**config.mk**
```make
export PLATFORM = sky130hd
export DESIGN_NAME = alu_issue_ctrl
export DESIGN_NICKNAME = d
export VERILOG_FILES = /design/src/rtl/alu_pkg.sv /design/src/rtl/alu_result_norm.sv /design/src/rtl/alu_issue_ctrl.sv
export SDC_FILE = /design/constraint.sdc
export NUM_CORES = 1
export LEC_CHECK = 0
export ABC_AREA = 1
export CORE_ASPECT_RATIO = 1.5
export CORE_MARGIN = 8
export CORE_UTILIZATION = 38
export CTS_BUF_LIST = sky130_fd_sc_hd__clkbuf_4
export DETAILED_ROUTE_END_ITERATION = 10
export PLACE_DENSITY = 0.84
export SLEW_MARGIN = 20
export SYNTH_ARGS = -nofsm -noshare
export SYNTH_HDL_FRONTEND = slang
export SYNTH_SLANG_ARGS = --single-unit
```
**constraint.sdc**
```tcl
create_clock -name clk -period 3.7 [get_ports clk]
set_input_delay 0.925 -clock clk [delete_from_list [all_inputs] [get_ports clk]]
set_output_delay 0.925 -clock clk [all_outputs]
set_load 0.02 [all_outputs]
```
**src/rtl/alu_pkg.sv**
```systemverilog
// Shared definitions for the ALU issue front-end and its consumers.
// Command encodings, FSM state encoding and the default datapath width.
package alu_pkg;

    localparam int WIDTH_DEF = 32;
    localparam int CNT_W     = 4;

    localparam logic [2:0] CMD_ADD  = 3'b000;
    localparam logic [2:0] CMD_SUB  = 3'b001;
    localparam logic [2:0] CMD_XOR  = 3'b010;
    localparam logic [2:0] CMD_SLT  = 3'b011;
    localparam logic [2:0] CMD_AND  = 3'b100;
    localparam logic [2:0] CMD_NAND = 3'b101;
    localparam logic [2:0] CMD_NOR  = 3'b110;
    localparam logic [2:0] CMD_OR   = 3'b111;

    typedef enum logic [1:0] {
        ST_IDLE   = 2'd0,
        ST_SETTLE = 2'd1,
        ST_RESP   = 2'd2
    } state_t;

endpackage

```
**src/rtl/alu_result_norm.sv**
```systemverilog
// Combinational post-processing of raw ALU outputs: SLT bit moved
// from the MSB to bit 0, and the zero flag recomputed from the result.
module alu_result_norm
    import alu_pkg::*;
#(
    parameter int WIDTH = WIDTH_DEF
) (
    input  logic [2:0]       command,
    input  logic [WIDTH-1:0] result,
    output logic [WIDTH-1:0] norm_result,
    output logic             zero
);

    always_comb begin
        norm_result = result;
        if (command == CMD_SLT) begin
            norm_result = {{(WIDTH-1){1'b0}}, result[WIDTH-1]};
        end
    end

    assign zero = ~|norm_result;

endmodule

```
**src/rtl/alu_issue_ctrl.sv**
```systemverilog
// Issue/settle/response sequencer in front of the gate-level ALU.
// Optional sticky overflow/carry flags via ALU_STICKY_FLAGS_EN.
module alu_issue_ctrl
    import alu_pkg::*;
#(
    parameter int WIDTH         = WIDTH_DEF,
    parameter int SETTLE_CYCLES = 4
) (
    input  logic             clk,
    input  logic             reset,
    input  logic             req_valid,
    output logic             req_ready,
    input  logic [WIDTH-1:0] req_a,
    input  logic [WIDTH-1:0] req_b,
    input  logic [2:0]       req_cmd,
    output logic [WIDTH-1:0] alu_a,
    output logic [WIDTH-1:0] alu_b,
    output logic [2:0]       alu_command,
    input  logic [WIDTH-1:0] alu_result,
    input  logic             alu_carryout,
    input  logic             alu_zero,
    input  logic             alu_overflow,
    output logic             rsp_valid,
    input  logic             rsp_ready,
    output logic [WIDTH-1:0] rsp_result,
    output logic             rsp_carryout,
    output logic             rsp_overflow,
    output logic             rsp_zero,
`ifdef ALU_STICKY_FLAGS_EN
    input  logic             flag_clear,
    output logic             sticky_overflow,
    output logic             sticky_carry,
`endif
    output logic             busy
);

    localparam logic [CNT_W-1:0] CNT_LOAD = CNT_W'(SETTLE_CYCLES - 1);

    state_t           state;
    state_t           state_next;
    logic [CNT_W-1:0] cnt;
    logic             accept;
    logic             capture;
    logic [WIDTH-1:0] norm_result;
    logic             norm_zero;
    logic             unused_zero;

    // Zero is recomputed after SLT normalization; the ALU's own flag is ignored.
    assign unused_zero = alu_zero;

    always_ff @(posedge clk or posedge reset) begin
        if (reset) begin
            state <= ST_IDLE;
        end else begin
            state <= state_next;
        end
    end

    always_comb begin
        state_next = state;
        req_ready  = 1'b0;
        accept     = 1'b0;
        capture    = 1'b0;
        unique case (state)
            ST_IDLE: begin
                req_ready = 1'b1;
                if (req_valid) begin
                    accept     = 1'b1;
                    state_next = ST_SETTLE;
                end
            end
            ST_SETTLE: begin
                if (cnt == '0) begin
                    capture    = 1'b1;
                    state_next = ST_RESP;
                end
            end
            ST_RESP: begin
                if (rsp_ready) begin
                    state_next = ST_IDLE;
                end
            end
            default: state_next = ST_IDLE;
        endcase
    end

    assign rsp_valid = (state == ST_RESP);
    assign busy      = (state != ST_IDLE);

    always_ff @(posedge clk or posedge reset) begin
        if (reset) begin
            cnt <= '0;
        end else if (accept) begin
            cnt <= CNT_LOAD;
        end else if (state == ST_SETTLE && cnt != '0) begin
            cnt <= cnt - 1'b1;
        end
    end

    always_ff @(posedge clk or posedge reset) begin
        if (reset) begin
            alu_a       <= '0;
            alu_b       <= '0;
            alu_command <= '0;
        end else if (accept) begin
            alu_a       <= req_a;
            alu_b       <= req_b;
            alu_command <= req_cmd;
        end
    end

    alu_result_norm #(
        .WIDTH(WIDTH)
    ) u_norm (
        .command    (alu_command),
        .result     (alu_result),
        .norm_result(norm_result),
        .zero       (norm_zero)
    );

    always_ff @(posedge clk or posedge reset) begin
        if (reset) begin
            rsp_result   <= '0;
            rsp_carryout <= 1'b0;
            rsp_overflow <= 1'b0;
            rsp_zero     <= 1'b0;
        end else if (capture) begin
            rsp_result   <= norm_result;
            rsp_carryout <= alu_carryout;
            rsp_overflow <= alu_overflow;
            rsp_zero     <= norm_zero;
        end
    end

`ifdef ALU_STICKY_FLAGS_EN
    // A flagged capture beats a simultaneous clear.
    always_ff @(posedge clk or posedge reset) begin
        if (reset) begin
            sticky_overflow <= 1'b0;
            sticky_carry    <= 1'b0;
        end else begin
            if (capture && alu_overflow) begin
                sticky_overflow <= 1'b1;
            end else if (flag_clear) begin
                sticky_overflow <= 1'b0;
            end
            if (capture && alu_carryout) begin
                sticky_carry <= 1'b1;
            end else if (flag_clear) begin
                sticky_carry <= 1'b0;
            end
        end
    end
`endif

endmodule

```
==> flow_summary.toml, run 1 <==
[run_status]
outcome = "finished, final reports clean"

[clock_tree]
clk_latency_ps = 430
hold_buffers = 0
tritoncts = "built"
clockRootBuffer = "clkbuf_4"
htree_num_levels = 3
clock_path_buffers = 2
cts.clk_slew.worst_paths_ps = 150
post_cts_buffers = 0
cts_sinks = 108
cts_buffers = 9
cts_resized = 0

[pwr]
p_per_area_nw_per_um2 = 845
vdd.ir_drop.worst_mv = 0.392
cellLeakagePower_nw = 3.23

[synthesis]
seq_area_frac_synth = 0.615
ys_top_cells_by_count = "nand2_1, dfrtp_1, nand3_1"
ys_async_sr_fraction = 1.00
syn_inst = 508
yosysWarnings = 0
synthMostInstantiatedCell = "nand2_1"
netlist_area_um2 = 4390
yosys.cell_types.count = 23
synth_edf_count = 0
yosysTopAreaCellShare = 0.615
syn_nets = 615
postSynthAreaPerCell_um2 = 8.65
ys_dominant_reg_cell = "dfrtp_1"
synth_area_leader_cell = "dfrtp_1"
synth-seq-cells = 108
synthTopCellsByArea = "dfrtp_1, nand2_1, nand3_1"

[drt]
wl_per_cell_um = 15.2
drcViolationCount = 0
first_pass_iters = 4
first_iter_violations = 193
ant_nets = 0
vias = 4069
viasPerCell = 4.72
wl_mm = 13.1

[critical_path]
max_stage_delay_ps = 630
critPathCapture = "req_ready"
setup.worst_path.end_class = "output port"
path_max_fanout = 3
r2r_cells = 8
r2r_slack_ps = 1670
crit_chain = "nor2_2 > clkdlybuf4s50_1"
path_depth = 2
reg2reg_to = "rsp_result[31]$_DFFE_PP0P_"
crit_buf_inv = 1
slowest_stage = "clkdlybuf4s50_1"
start_kind = "flop"
crit_start = "state[1]$_DFFE_PP0P_"
critical_path_required_ps = 2770
crit_family = "buffers and inverters"
r2r_start = "cnt[0]$_DFFE_PP0P_"
crit_type = "reg2out"
cp_data_arrival_time_ps = 1650

[die]
die_w_um = 104
die_area_um2 = 15300
die_h_um = 148
core_region_area_um2 = 11400
initial_utilization = 0.385
ios = 211
rows = 48

[flow_run]
cap_viol_max_count = 0

[sta]
worst_pin_slew_ps = 690
maxSlewHeadroom = 0.540
setup_viol = 0
hold_ws_ps = 496
hold_viol_final = 0
slew_viol_final = 0
clock.fmax_ghz = 0.388
finalCritPeriodShare = 0.696
final.min_clock_period_ps = 2570
fin_ws_ps = 1130
rsz0062_at_grt = "false"
fin_setup_tns_ps = 0
skew_ps = 25.7

[cells_and_area]
area_delta_synth_final_pct = 52.5
stdcell_count = 862
final_area_um2 = 6700
fillers = 972
antennaDiodeCount = 0
nNetsFinal = 814
drive_gt1_frac = 0.0449

[placement]
portBuffers = 209
postPlaceCellArea_um2 = 6580
place_inst = 846
place_ws_ps = 1050
routabilityCongestion = 0.818
hpwl_mm = 9.83

[global_route]
overflow = 0
grt_max_degree = 109
antenna_found_initial = 0
grt_pass1_vias = 4239
grt_pass1_wl_mm = 21.9
grt_usage = 0.173

[hold_path]
hp-class = "reg2reg"
[worst min-delay path, stage by stage (launching register included)]
cell and delay (ps):
dfrtp_1 370, nand2_1 50, nand2_1 50
[cells by family after synthesis]
group,after synthesis,synth area share
adder cells (fa/ha/maj),1,0.00285
flip-flops,108,0.615
AO/OA/AOI/OAI,31,0.0422
AND/OR/NAND/NOR,325,0.294
buffers and inverters,43,0.0461
[how the worst min path moves through the flow]
stage | startpoint | to | slack [ps] | cells after the start
after floorplan | cnt[3]$_DFFE_PP0P_ | cnt[3]$_DFFE_PP0P_ | 430 | 1
after global placement | cnt[3]$_DFFE_PP0P_ | cnt[3]$_DFFE_PP0P_ | 450 | 1
after detailed placement | rsp_result[4]$_DFFE_PP0P_ | rsp_result[4]$_DFFE_PP0P_ | 460 | 2
after CTS | cnt[3]$_DFFE_PP0P_ | cnt[3]$_DFFE_PP0P_ | 490 | 1
after global routing | cnt[3]$_DFFE_PP0P_ | cnt[3]$_DFFE_PP0P_ | 510 | 1
final | alu_a[5]$_DFFE_PP0P_ | alu_a[5]$_DFFE_PP0P_ | 500 | 2
[stage by stage]
| stage | util | power, mW |
|---|---|---|
| finish | 0.587 | 5.66 |
| global route | 0.587 | 6.08 |
| detailed placement | 0.577 | 5.19 |
| floorplan | - | 3.68 |
| global placement | 0.577 | 5.09 |
| CTS | 0.587 | 5.73 |
[layout make-up]
type / count / area (um^2) / share of cell area
tap: 150 / 188 / 0.0280
clock buffer: 10 / 75.1 / 0.0112
multi-input combinational: 357 / 1490 / 0.222
timing repair buffer: 213 / 2130 / 0.319
clock inverter: 6 / 40.0 / 0.00598
inverter: 18 / 71.3 / 0.0106
sequential: 108 / 2700 / 0.403
[layout by cell type, fill, tap and decap left out]
master and count:
nand2_1 281, clkdlybuf4s50_1 209, dfrtp_1 108, nand3_1 26, o21ai_0 20, inv_1 15, nor2_1 10, clkbuf_4 10
a21oi_1 4, nand2_2 3, clkinvlp_4 3, o31ai_2 3, buf_4 3, nor2_4 2, inv_2 2, clkinv_1 2
nand3_2 1, o21a_1 1, nor2_2 1, o31ai_1 1, nor3_2 1, o21bai_1 1, o21ai_1 1, ha_1 1
clkinv_4 1, inv_6 1, buf_12 1
[where the power goes]
| group | switching, mW | total (mW) | internal [mW] |
|---|---|---|---|
| logic | 1.71 | 3.07 | 1.36 |
| registers | 0.322 | 2.06 | 1.74 |
| clock network | 0.377 | 0.523 | 0.146 |
[layer usage]
| metal | track usage | wire [um] | vias to the layer above |
|---|---|---|---|
| li1 | - | - | 1961 |
| met1 | 0.199 | 5260 | 1929 |
| met2 | 0.293 | 6610 | 160 |
| met3 | 0.0575 | 977 | 19 |
| met4 | 0.0625 | 244 | 0 |
| met5 | 0 | 0 | - |
[registers in the layout, indices dropped and copies added (netlist names)]
signal	flops
alu_a	32
alu_b	32
rsp_result	32
cnt	4
alu_command	3
state	2
rsp_carryout	1
rsp_overflow	1
rsp_zero	1
No activity file was read; power rests on OpenSTA's default activity.
==> run 2, diff against run 1 <==
==> constraint.sdc (replaced) <==
create_clock -name clk -period 2.2 [get_ports clk]
set_input_delay 0.55 -clock clk [delete_from_list [all_inputs] [get_ports clk]]
set_output_delay 0.55 -clock clk [all_outputs]
set_load 0.02 [all_outputs]
==> run 2 against run 1 <==
  * Register-to-register slack lost 1200 ps
  * Count of clock-buffer cells in the layout up 1
  * Routed wire length increased by 1.3%
  * Core utilization is 0.55 points higher
  * Sequential power grew 68%
  * Design area rose by 0.93%
  * Sequential share of layout area down 0.37 points
  * First-iteration DRC count is 40% lower
  * Hold slack lost 13 ps
  * Total power rose by 71%
  * Sequential cell count unchanged
  * Setup slack got worse by 1000 ps
  * Largest cell class unchanged
  * Largest power group unchanged
==> flow_summary.toml, run 2 (synthesized netlist as in run 1, its figures left out) <==
[pwr]
seqPwrFrac = 0.359
p_per_area_nw_per_um2 = 1430
comb_power_share = 0.539
intPower_mw = 5.61
cellLeakagePower_nw = 3.30
p_sw_frac = 0.419
vdd.ir_drop.worst_mv = 0.600
p_total_mw = 9.65
p_sw_mw = 4.04
clockPowerShare = 0.102

[critical_path]
crit_type = "reg2out"
slowest_stage = "clkdlybuf4s50_1"
max_stage_delay_ps = 650
path_max_fanout = 4
setup.worst_path.end_class = "output port"
cp_data_arrival_time_ps = 1520
critical_path_required_ps = 1650
start_kind = "flop"
crit_chain = "clkdlybuf4s50_1"
crit_buf_inv = 1
crit_family = "buffers and inverters"

[sta]
slew_viol_final = 0
maxSlewHeadroom = 0.552
setup_viol = 0
worst_pin_slew_ps = 671
clock.fmax_ghz = 0.483
skew_ps = 15.7
rsz0062_at_grt = "false"
finalCritPeriodShare = 0.942
final.min_clock_period_ps = 2070
fin_setup_tns_ps = 0
hold_viol_final = 0

[die]
die_h_um = 148
core_region_area_um2 = 11400
die_w_um = 104
initial_utilization = 0.385
rows = 48
ios = 211
die_area_um2 = 15300

[drt]
wl_per_cell_um = 15.3
vias = 4035
wl_mm = 13.3
drcViolationCount = 0
ant_nets = 0
first_iter_violations = 116
first_pass_iters = 5
viasPerCell = 4.66

[global_route]
antenna_found_initial = 0
grt_pass1_vias = 4292
grt_max_degree = 109
grt_usage = 0.174
overflow = 0
grt_pass1_wl_mm = 21.9

[cells_and_area]
mostFrequentLayoutCells = "nand2_1, clkdlybuf4s50_1, dfrtp_1"
final_common_cell = "nand2_1"
nNetsFinal = 818
fillers = 984
reg_top3 = "alu_a: 32 flops, alu_b: 32 flops, rsp_result: 32 flops"
antennaDiodeCount = 0
drive_gt1_frac = 0.0517
area_delta_synth_final_pct = 53.9
seq_area_um2 = 2700
multi_input_area_um2 = 1490

[placement]
portBuffers = 209
routabilityCongestion = 0.815
hpwl_mm = 10.1

[clock_tree]
cts_sinks = 108
cts_buffers = 9
clk_latency_ps = 430
hold_buffers = 0
clockRootBuffer = "clkbuf_4"
post_cts_buffers = 0
clock_path_buffers = 2
tritoncts = "built"
cts.clk_slew.worst_paths_ps = 160
htree_num_levels = 3

[run_status]
outcome = "finished, final reports clean"

[flow_run]
cap_viol_max_count = 0

[hold_path]
hp-class = "reg2reg"
-- run 2: metal layers --
metal | routed length, um | vias to the layer above | GRT usage | part of all wire
li1 | - | 1963 | - | -
met1 | 5090 | 1878 | 0.193 | 0.38
met2 | 6700 | 173 | 0.296 | 0.51
met3 | 1180 | 21 | 0.0654 | 0.089
met4 | 290 | 0 | 0.0655 | 0.022
met5 | 0 | - | 0 | 0
-- run 2: final timing paths --
kind | to | depth (start not counted) | start | slack, ps
max | alu_command[0] | 1 | alu_command[0]$_DFFE_PP0P_ | 130
min reg2reg | cnt[3]$_DFFE_PP0P_ | 1 | cnt[3]$_DFFE_PP0P_ | 480
min in group asynchronous | alu_a[7]$_DFFE_PP0P_ | 3 | reset | 570
max in group asynchronous | cnt[2]$_DFFE_PP0P_ | 3 | reset | 1130
min | cnt[3]$_DFFE_PP0P_ | 1 | cnt[3]$_DFFE_PP0P_ | 480
max reg2reg | rsp_zero$_DFFE_PP0P_ | 7 | alu_command[2]$_DFFE_PP0P_ | 490
-- run 2: final cells by class --
class | instances | area share
Clock buffer | 11 | 0.0122
Clock inverter | 5 | 0.00777
Inverter | 18 | 0.0105
Multi-Input combinational cell | 357 | 0.220
Sequential cell | 108 | 0.400
Tap cell | 150 | 0.0278
Timing Repair Buffer | 217 | 0.322
-- run 2: through the flow --
stage	hold slack, ps	cells	area, um^2	utilization	worst slack [ps]
floorplan	434	508	4400	-	348
global placement	447	850	6630	0.581	422
detailed placement	464	850	6630	0.581	354
CTS	484	866	6760	0.592	5.12
global route	516	866	6760	0.593	29.2
finish	483	866	6760	0.593	128
-- run 2: power groups by stage --
stage	clock, mW	sequential [mW]	combinational, mW
after floorplan	0	4.57	1.62
after global placement	0	3.45	5.16
after detailed placement	0	3.50	5.30
after CTS	1.03	3.47	5.30
after global routing	1.11	3.58	5.66
final	0.983	3.46	5.21
-- run 2: timing repair --
action                                  4_1_cts  5_1_grt
hold endpoints to repair                      0        0
resized for setup                             2        1
endpoints found under the setup margin        2        1
